## config.mk

```make
export PLATFORM = sky130hd
export DESIGN_NAME = spi_master_flat
export DESIGN_NICKNAME = d
export VERILOG_FILES = /design/src/rtl/spi_master_if.sv /design/src/rtl/spi_master.sv /design/src/flat_wrapper.sv
export SDC_FILE = /design/constraint.sdc
export NUM_CORES = 1
export LEC_CHECK = 0
export BUFFER_PORTS_ARGS = -buffer_cell sky130_fd_sc_hd__buf_2
export CAP_MARGIN = 20
export CORE_MARGIN = 3
export CORE_UTILIZATION = 60
export DETAILED_ROUTE_END_ITERATION = 10
export HOLD_SLACK_MARGIN = 0.12
export PLACE_DENSITY = 0.89
export SYNTH_ARGS = -nofsm -noshare
export SYNTH_HDL_FRONTEND = slang
export SYNTH_SLANG_ARGS = --single-unit
```

## constraint.sdc

```tcl
create_clock -name clk -period 3.9 [get_ports clk]
set_input_delay 0.78 -clock clk [delete_from_list [all_inputs] [get_ports clk]]
set_output_delay 0.78 -clock clk [all_outputs]
set_load 0.005 [all_outputs]
```

## src/rtl/spi_master_if.sv

```systemverilog
// Handshake and serial bus bundle for spi_master: the local controller side
// (start/done/data) and the SPI wires to the slave.
`timescale 1ns/1ps
interface spi_master_if #(
  parameter int DATA_WIDTH = 8
);
  logic                  start;
  logic [DATA_WIDTH-1:0] masterDataToSend;
  logic [DATA_WIDTH-1:0] masterDataReceived;
  logic                  busy;
  logic                  done;
  logic                  SCLK;
  logic                  CS;
  logic                  MOSI;
  logic                  MISO;

  modport master (
    input  start, masterDataToSend, MISO,
    output masterDataReceived, busy, done, SCLK, CS, MOSI
  );

  modport slave (
    output start, masterDataToSend, MISO,
    input  masterDataReceived, busy, done, SCLK, CS, MOSI
  );
endinterface

```

## src/rtl/spi_master.sv

```systemverilog
// Mode 0 SPI master: one full-duplex DATA_WIDTH-bit frame per accepted start.
// Define SPI_MASTER_MSB_FIRST_EN for MSB-first bit order (LSB-first otherwise).
`timescale 1ns/1ps
module spi_master #(
  parameter int DATA_WIDTH = 8,
  parameter int CLK_DIV    = 2
) (
  input  logic          clk,
  input  logic          reset,
  spi_master_if.master  bus
);

  localparam int DIV_W = $clog2(CLK_DIV) + 1;
  localparam int BIT_W = $clog2(DATA_WIDTH) + 1;
  localparam logic [DIV_W-1:0] DIV_LAST = DIV_W'(CLK_DIV - 1);
  localparam logic [BIT_W-1:0] BIT_LAST = BIT_W'(DATA_WIDTH - 1);

  typedef enum logic [1:0] {IDLE, SETUP, SHIFT, HOLD} spiState;

  spiState               state, stateNext;
  logic [DIV_W-1:0]      divCnt, divNext;
  logic [BIT_W-1:0]      bitIdx, bitNext;
  logic                  sclk, sclkNext;
  logic                  cs, csNext;
  logic                  busy, busyNext;
  logic                  done, doneNext;
  logic [DATA_WIDTH-1:0] txShift, txNext;
  logic [DATA_WIDTH-1:0] rxShift, rxNext;
  logic [DATA_WIDTH-1:0] rxOut, rxOutNext;
  logic                  divTick;

  always_ff @(posedge clk or negedge reset) begin
    if (!reset) begin
      state   <= IDLE;
      divCnt  <= '0;
      bitIdx  <= '0;
      sclk    <= 1'b0;
      cs      <= 1'b1;
      busy    <= 1'b0;
      done    <= 1'b0;
      txShift <= '0;
      rxShift <= '0;
      rxOut   <= '0;
    end else begin
      state   <= stateNext;
      divCnt  <= divNext;
      bitIdx  <= bitNext;
      sclk    <= sclkNext;
      cs      <= csNext;
      busy    <= busyNext;
      done    <= doneNext;
      txShift <= txNext;
      rxShift <= rxNext;
      rxOut   <= rxOutNext;
    end
  end

  assign divTick = (divCnt == DIV_LAST);

  // A start landing in the done cycle is dropped so frames are always separated by idle time.
  always_comb begin
    stateNext = state;
    divNext   = divCnt;
    bitNext   = bitIdx;
    sclkNext  = sclk;
    csNext    = cs;
    busyNext  = busy;
    doneNext  = 1'b0;
    txNext    = txShift;
    rxNext    = rxShift;
    rxOutNext = rxOut;
    case (state)
      IDLE: begin
        divNext = '0;
        bitNext = '0;
        if (bus.start && !done) begin
          txNext    = bus.masterDataToSend;
          csNext    = 1'b0;
          busyNext  = 1'b1;
          stateNext = SETUP;
        end
      end
      SETUP: begin
        if (divTick) begin
          divNext   = '0;
          stateNext = SHIFT;
        end else begin
          divNext = divCnt + 1'b1;
        end
      end
      SHIFT: begin
        if (divTick) begin
          divNext  = '0;
          sclkNext = ~sclk;
          if (!sclk) begin
`ifdef SPI_MASTER_MSB_FIRST_EN
            rxNext = {rxShift[DATA_WIDTH-2:0], bus.MISO};
`else
            rxNext = {bus.MISO, rxShift[DATA_WIDTH-1:1]};
`endif
          end else if (bitIdx == BIT_LAST) begin
            bitNext   = '0;
            stateNext = HOLD;
          end else begin
            bitNext = bitIdx + 1'b1;
`ifdef SPI_MASTER_MSB_FIRST_EN
            txNext = {txShift[DATA_WIDTH-2:0], 1'b0};
`else
            txNext = {1'b0, txShift[DATA_WIDTH-1:1]};
`endif
          end
        end else begin
          divNext = divCnt + 1'b1;
        end
      end
      HOLD: begin
        if (divTick) begin
          divNext   = '0;
          csNext    = 1'b1;
          busyNext  = 1'b0;
          doneNext  = 1'b1;
          rxOutNext = rxShift;
          stateNext = IDLE;
        end else begin
          divNext = divCnt + 1'b1;
        end
      end
      default: stateNext = IDLE;
    endcase
  end

  // MOSI comes straight from the shift register end so it is a clean flop output.
`ifdef SPI_MASTER_MSB_FIRST_EN
  assign bus.MOSI = txShift[DATA_WIDTH-1];
`else
  assign bus.MOSI = txShift[0];
`endif
  assign bus.SCLK               = sclk;
  assign bus.CS                 = cs;
  assign bus.busy               = busy;
  assign bus.done               = done;
  assign bus.masterDataReceived = rxOut;

endmodule

```

## src/flat_wrapper.sv

```systemverilog
// flat-port wrapper written by rule: the top's interface ports become plain ports
module spi_master_flat 
#(
  parameter int DATA_WIDTH = 8,
  parameter int CLK_DIV    = 2
)
  (clk, reset, bus_start, bus_masterDataToSend, bus_MISO, bus_masterDataReceived, bus_busy, bus_done, bus_SCLK, bus_CS, bus_MOSI);
  spi_master_if #(.DATA_WIDTH(DATA_WIDTH)) bus_i ();
  input  logic clk;
  input  logic reset;
  input wire logic [$bits(bus_i.start)-1:0] bus_start;
  input wire logic [$bits(bus_i.masterDataToSend)-1:0] bus_masterDataToSend;
  input wire logic [$bits(bus_i.MISO)-1:0] bus_MISO;
  output wire logic [$bits(bus_i.masterDataReceived)-1:0] bus_masterDataReceived;
  output wire logic [$bits(bus_i.busy)-1:0] bus_busy;
  output wire logic [$bits(bus_i.done)-1:0] bus_done;
  output wire logic [$bits(bus_i.SCLK)-1:0] bus_SCLK;
  output wire logic [$bits(bus_i.CS)-1:0] bus_CS;
  output wire logic [$bits(bus_i.MOSI)-1:0] bus_MOSI;
  assign bus_i.start = bus_start;
  assign bus_i.masterDataToSend = bus_masterDataToSend;
  assign bus_i.MISO = bus_MISO;
  assign bus_masterDataReceived = bus_i.masterDataReceived;
  assign bus_busy = bus_i.busy;
  assign bus_done = bus_i.done;
  assign bus_SCLK = bus_i.SCLK;
  assign bus_CS = bus_i.CS;
  assign bus_MOSI = bus_i.MOSI;
  spi_master #(.DATA_WIDTH(DATA_WIDTH), .CLK_DIV(CLK_DIV)) u_core (.clk(clk), .reset(reset), .bus(bus_i));
endmodule
```

* Word-level counts from Yosys, hierarchy flattened
Index checks and enable logic that the tools add are counted.
Cells by class: add/subtract/negate cells 2, equality and inequality tests 12, multiplexer cells 26, bitwise logic cells 1, reduce and logical (&&, ||, !) cells 13
Operators with widths (number):
- 2-to-1 mux 8 bit | 4
- case mux 8 bit (2 select lines) | 1
- 2-to-1 mux 2 bit | 7
- 2-to-1 mux 4 bit | 3
- != test 2 x 1 -> 1 bit, second input constant | 6
- AND reduction 3 bit | 3
- case mux 2 bit (4 select lines) | 1
- case mux 4 bit (2 select lines) | 1
- 2-to-1 mux 1 bit | 6
- AND reduction 6 bit | 1
- AND reduction 5 bit | 1
- adder 4 x 1 -> 4 bit, second input constant | 1
- equality test 2 x 1 -> 1 bit, second input constant | 2
- equality test 2 bit, second input constant | 2
- equality test 4 x 3 -> 1 bit, second input constant | 1
- case mux 1 bit (2 select lines) | 2
- case mux 2 bit (2 select lines) | 1
- AND reduction 2 bit | 2
- nonzero test 2 bit | 2
- OR reduction 3 bit | 1
- adder 2 x 1 -> 2 bit, second input constant | 1
- zero test 2 bit | 1
- != test 2 bit, second input constant | 1
- logical AND 1 bit | 1
- other kinds (2) | 2
Word-level totals: register bits 36, word-level logic and storage cells 64

* Longest topological paths before layout
word-level depth 5, mapped depth 8, gate-level depth less buffers 6

* Worst setup path before layout
OpenSTA, ideal clock, no wires.
path kind reg2reg, start register u_core.state[0], end register u_core.txShift[0], setup time 125 ps, arrival time 1763 ps, path slack 2012 ps, cell stages (with the launch flop) 9, clock period less this slack 1888 ps, cell sequence dfrtp_1 > inv_1 > ha_1 > buf_4 > and3b_1 > o21ai_2 > a221o_1 > buf_6 > mux2_4
On the way: word-level cells in the longest chain between the ends 3
Ends and longest elaborated chain:
- start, declared | RTL line spi_master.sv:20 | spiState state, stateNext;
- start signal, assigned | RTL line spi_master.sv:45 | state <= stateNext;
- equality test 2 bit / zero test 2 bit (equally long branches) | RTL line spi_master.sv:72 | case (state)
- != test 2 bit (no source line), or another cell as far along
- AND reduction 5 bit (no source line)
- end signal, assigned | RTL line spi_master.sv:52 | txShift <= txNext;
- end, declared | RTL line spi_master.sv:27 | logic [DATA_WIDTH-1:0] txShift, txNext;
Several ways; a longest one is shown, not always the timed one. A chain may end at the register's enable or synchronous reset.

* Final worst setup path
start register u_core.state[0], end register u_core.txShift[6]
The elaborated chain is that of the path after synthesis.

==> impl_metrics.csv <==
group,metric,value,unit
cts,post-cts-setup-buffers,0,
cts,clockBufferDepth,2,
cells_and_area,drive_gt1_frac,0.430,
worst_setup_path,endpoint_kind,"flip-flop",
cells_and_area,fin_nets,170,
power_and_ir_drop,irDropWorstVdd,0.000570,V
placed_design,io_buffers,24,
cts,cts_root_buf,"clkbuf_4",
die,dieArea,3460,um^2
worst_setup_path,reg2reg_setup_slack,1.41,ns
worst_setup_path,crit_required,4.13,ns
sta,rsz0062_at_grt,"no",
logic_synthesis,ys_seq_area_frac,0.539,
logic_synthesis,syn_area,1670,um^2
sta,period_needed,2.49,ns
global_routing,globalRoute.totalOverflow,0,
outcome,outcome,"finished clean",
sta,worst_pin_slew,0.777,ns
worst_setup_path,critPathKind,"reg -> reg",
routing,first_iter_violations,29,
worst_setup_path,critPathMaxFanout,19,
logic_synthesis,synth_nets,142,
logic_synthesis,synth_area_leader_cell,"dfrtp_1",
die,fp.dieW,58.8,um
cells_and_area,diodes,0,
cts,cts_hold_buf,0,
logic_synthesis,ys_types,33,
routing,viasPerCell,5.61,
global_routing,grt_pass1_wl,4920,um
die,coreArea,2570,um^2
power_and_ir_drop,powerDensity,843,nW/um^2
routing,wl_per_cell,15.8,um
logic_synthesis,synth-seq-cells,36,
logic_synthesis,syn_inst,123,
power_and_ir_drop,p_leak,0.906,nW
sta,hold_violations,0,
worst_setup_path,reg2reg_to,"u_core.txShift[6]$_DFFE_PN0P_",
cts,ctsHtreeMaxLevel,2,
die,die_y,58.8,um
die,rows,18,
die,top_level_ports,25,
run,maxCapViolCount,0,
cts,clk_pin_slew,0.10,ns
global_routing,grt_max_degree,37,
cts,cts_tree,"built",
sta,slew_headroom,0.482,
routing,wl,2860,um
die,start_util,0.652,
worst_setup_path,rr_worst_depth,6,
cells_and_area,n_fill_cell,180,
routing,dr.pass1.iters,4,
cts,clock-sinks,36,
logic_synthesis,synth_top_area_frac,0.524,
sta,setup_viol,0,
sta,fin_crit_sh,0.638,
global_routing,grt_antenna_before_repair,0,
logic_synthesis,synth_warnings,0,
sta,finalWorstSetupSlack,1.41,ns
sta,holdWs,0.479,ns
sta,drv_slew,0,
routing,drc_errors,0,
worst_setup_path,worstPathArrival,2.72,ns
worst_setup_path,endpoint,"u_core.txShift[6]$_DFFE_PN0P_",
cts,post_cts_resized,0,
hold_path,min_from,"u_core.divCnt[0]$_DFF_PN0_",
routing,vias,1015,
global_routing,grt_usage,0.197,
sta,finClkSkew,0.0103,ns
global_routing,grt_pass1_vias,1113,
placed_design,dp_slack,1.44,ns
worst_setup_path,startpoint,"u_core.state[0]$_DFFE_PN0P_",
sta,fmax,402,MHz
cts,clkLatencyLatePin,0.35,ns
cts,cts_made_buffers,5,
worst_setup_path,critPathLaunchType,"flip-flop",
sta,fin_setup_tns,0,ns
cells_and_area,area_delta_synth_final,10.8,%
hold_path,worstHoldPathType,"reg -> reg",
routing,detail-route-antenna-nets,0,
placed_design,dp_hpwl,2070,um
placed_design,gp_congestion,0.863,
worst_setup_path,reg2reg_from,"u_core.state[0]$_DFFE_PN0P_",
logic_synthesis,ys_top_cells_by_area,"dfrtp_1 (52%), mux2_2 (15%), mux2_4 (7.2%)",
logic_synthesis,syn_avg_cell_area,13.6,um^2
layout make-up:
cell class	instances	area, um^2	share of cell area
Clock buffer	6	41.3	0.0223
Clock inverter	1	5.00	0.00270
Inverter	5	18.8	0.0101
Multi-Input combinational cell	79	729	0.393
Sequential cell	36	902	0.487
Tap cell	30	37.5	0.0202
Timing Repair Buffer	24	120	0.0648
stage by stage:
stage,std cells,power (mW),util,cell area [um^2]
detailed placement,174,1.39,0.704,1810
CTS,181,1.58,0.722,1850
global route,181,1.68,0.722,1850
floorplan,123,1.22,-,1670
global placement,174,1.34,0.704,1810
finish,181,1.56,0.722,1850
report_power, final:
group	switching [mW]	internal, mW	leakage, nW	total, mW
Combinational	0.314	0.405	0.447	0.719
Sequential	0.108	0.554	0.431	0.662
Clock	0.115	0.0663	0.0281	0.181
layer usage:
layer / vias to the layer above / track usage / wire length, um
met2: 29 / 0.347 / 1430
met5: - / 0 / 0
li1: 483 / - / -
met4: 0 / 0.113 / 96
met3: 11 / 0.0680 / 157
met1: 492 / 0.200 / 1180
worst min-delay path by stage:
stage                                                              end  depth (start not counted)
after global routing      u_core.bus.masterDataReceived[5]$_DFFE_PN0P_                          1
after CTS                                   u_core.divCnt[0]$_DFF_PN0_                          1
final                                       u_core.divCnt[0]$_DFF_PN0_                          1
after detailed placement                    u_core.divCnt[0]$_DFF_PN0_                          1
after global placement                    u_core.bitIdx[3]$_DFFE_PN0P_                          1
after floorplan                           u_core.bitIdx[3]$_DFFE_PN0P_                          1
critical path, cell delays in order, from the launching register on:
cell     delay [ns]
dfrtp_1        0.41
inv_1          0.15
ha_1           0.61
and3b_1        0.27
o21ai_2        0.11
a221o_1        0.47
mux2_4         0.37
kinds of logic (layout without fill, tap and decap cells):
logic type | after synthesis | count (layout) | share of synthesized area
AOI/OAI and AO/OA | 11 | 11 | 0.0471
DFF | 36 | 36 | 0.539
muxes | 35 | 35 | 0.252
adders and majority gates | 7 | 7 | 0.0524
and+or+nand+nor | 26 | 26 | 0.0845
buffers and inverters | 8 | 36 | 0.0247
synthesized netlist by cell type, drive strengths merged:
master  number
dfrtp       35
mux2        33
nand2        8
ha           7
inv          5
o21ai        5
nor2b        4
nand2b       3
nor2         3
buf          2
mux2i        2
nand3        2
a21boi       1
a221o        1
a22oi        1
a32o         1
and2         1
and3         1
and3b        1
clkbuf       1
dfstp        1
nand3b       1
nand4        1
o211ai       1
o31ai        1
or3          1
sequential cells by signal, summed over array words and instances, names as in the netlist:
| signal | count |
|---|---|
| u_core.bitIdx | 4 |
| u_core.state | 2 |
| u_core.divCnt | 2 |
| u_core.bus.masterDataReceived | 8 |
| u_core.bus.done | 1 |
| u_core.bus.SCLK | 1 |
| u_core.bus.CS | 1 |
| u_core.bus.busy | 1 |
| u_core.txShift | 8 |
| u_core.rxShift | 8 |
cells in the final DEF (no fill, tap or decap), drive strengths merged:
master / count
a21boi: 1
a221o: 1
a22oi: 1
a32o: 1
and2: 1
and3: 1
and3b: 1
buf: 24
clkbuf: 6
clkinv: 1
dfrtp: 35
dfstp: 1
ha: 7
inv: 5
mux2: 33
mux2i: 2
nand2: 8
nand2b: 3
nand3: 2
nand3b: 1
nand4: 1
nor2: 3
nor2b: 4
o211ai: 1
o21ai: 5
o31ai: 1
or3: 1
Note: power is estimated with default switching activity, not from simulation.
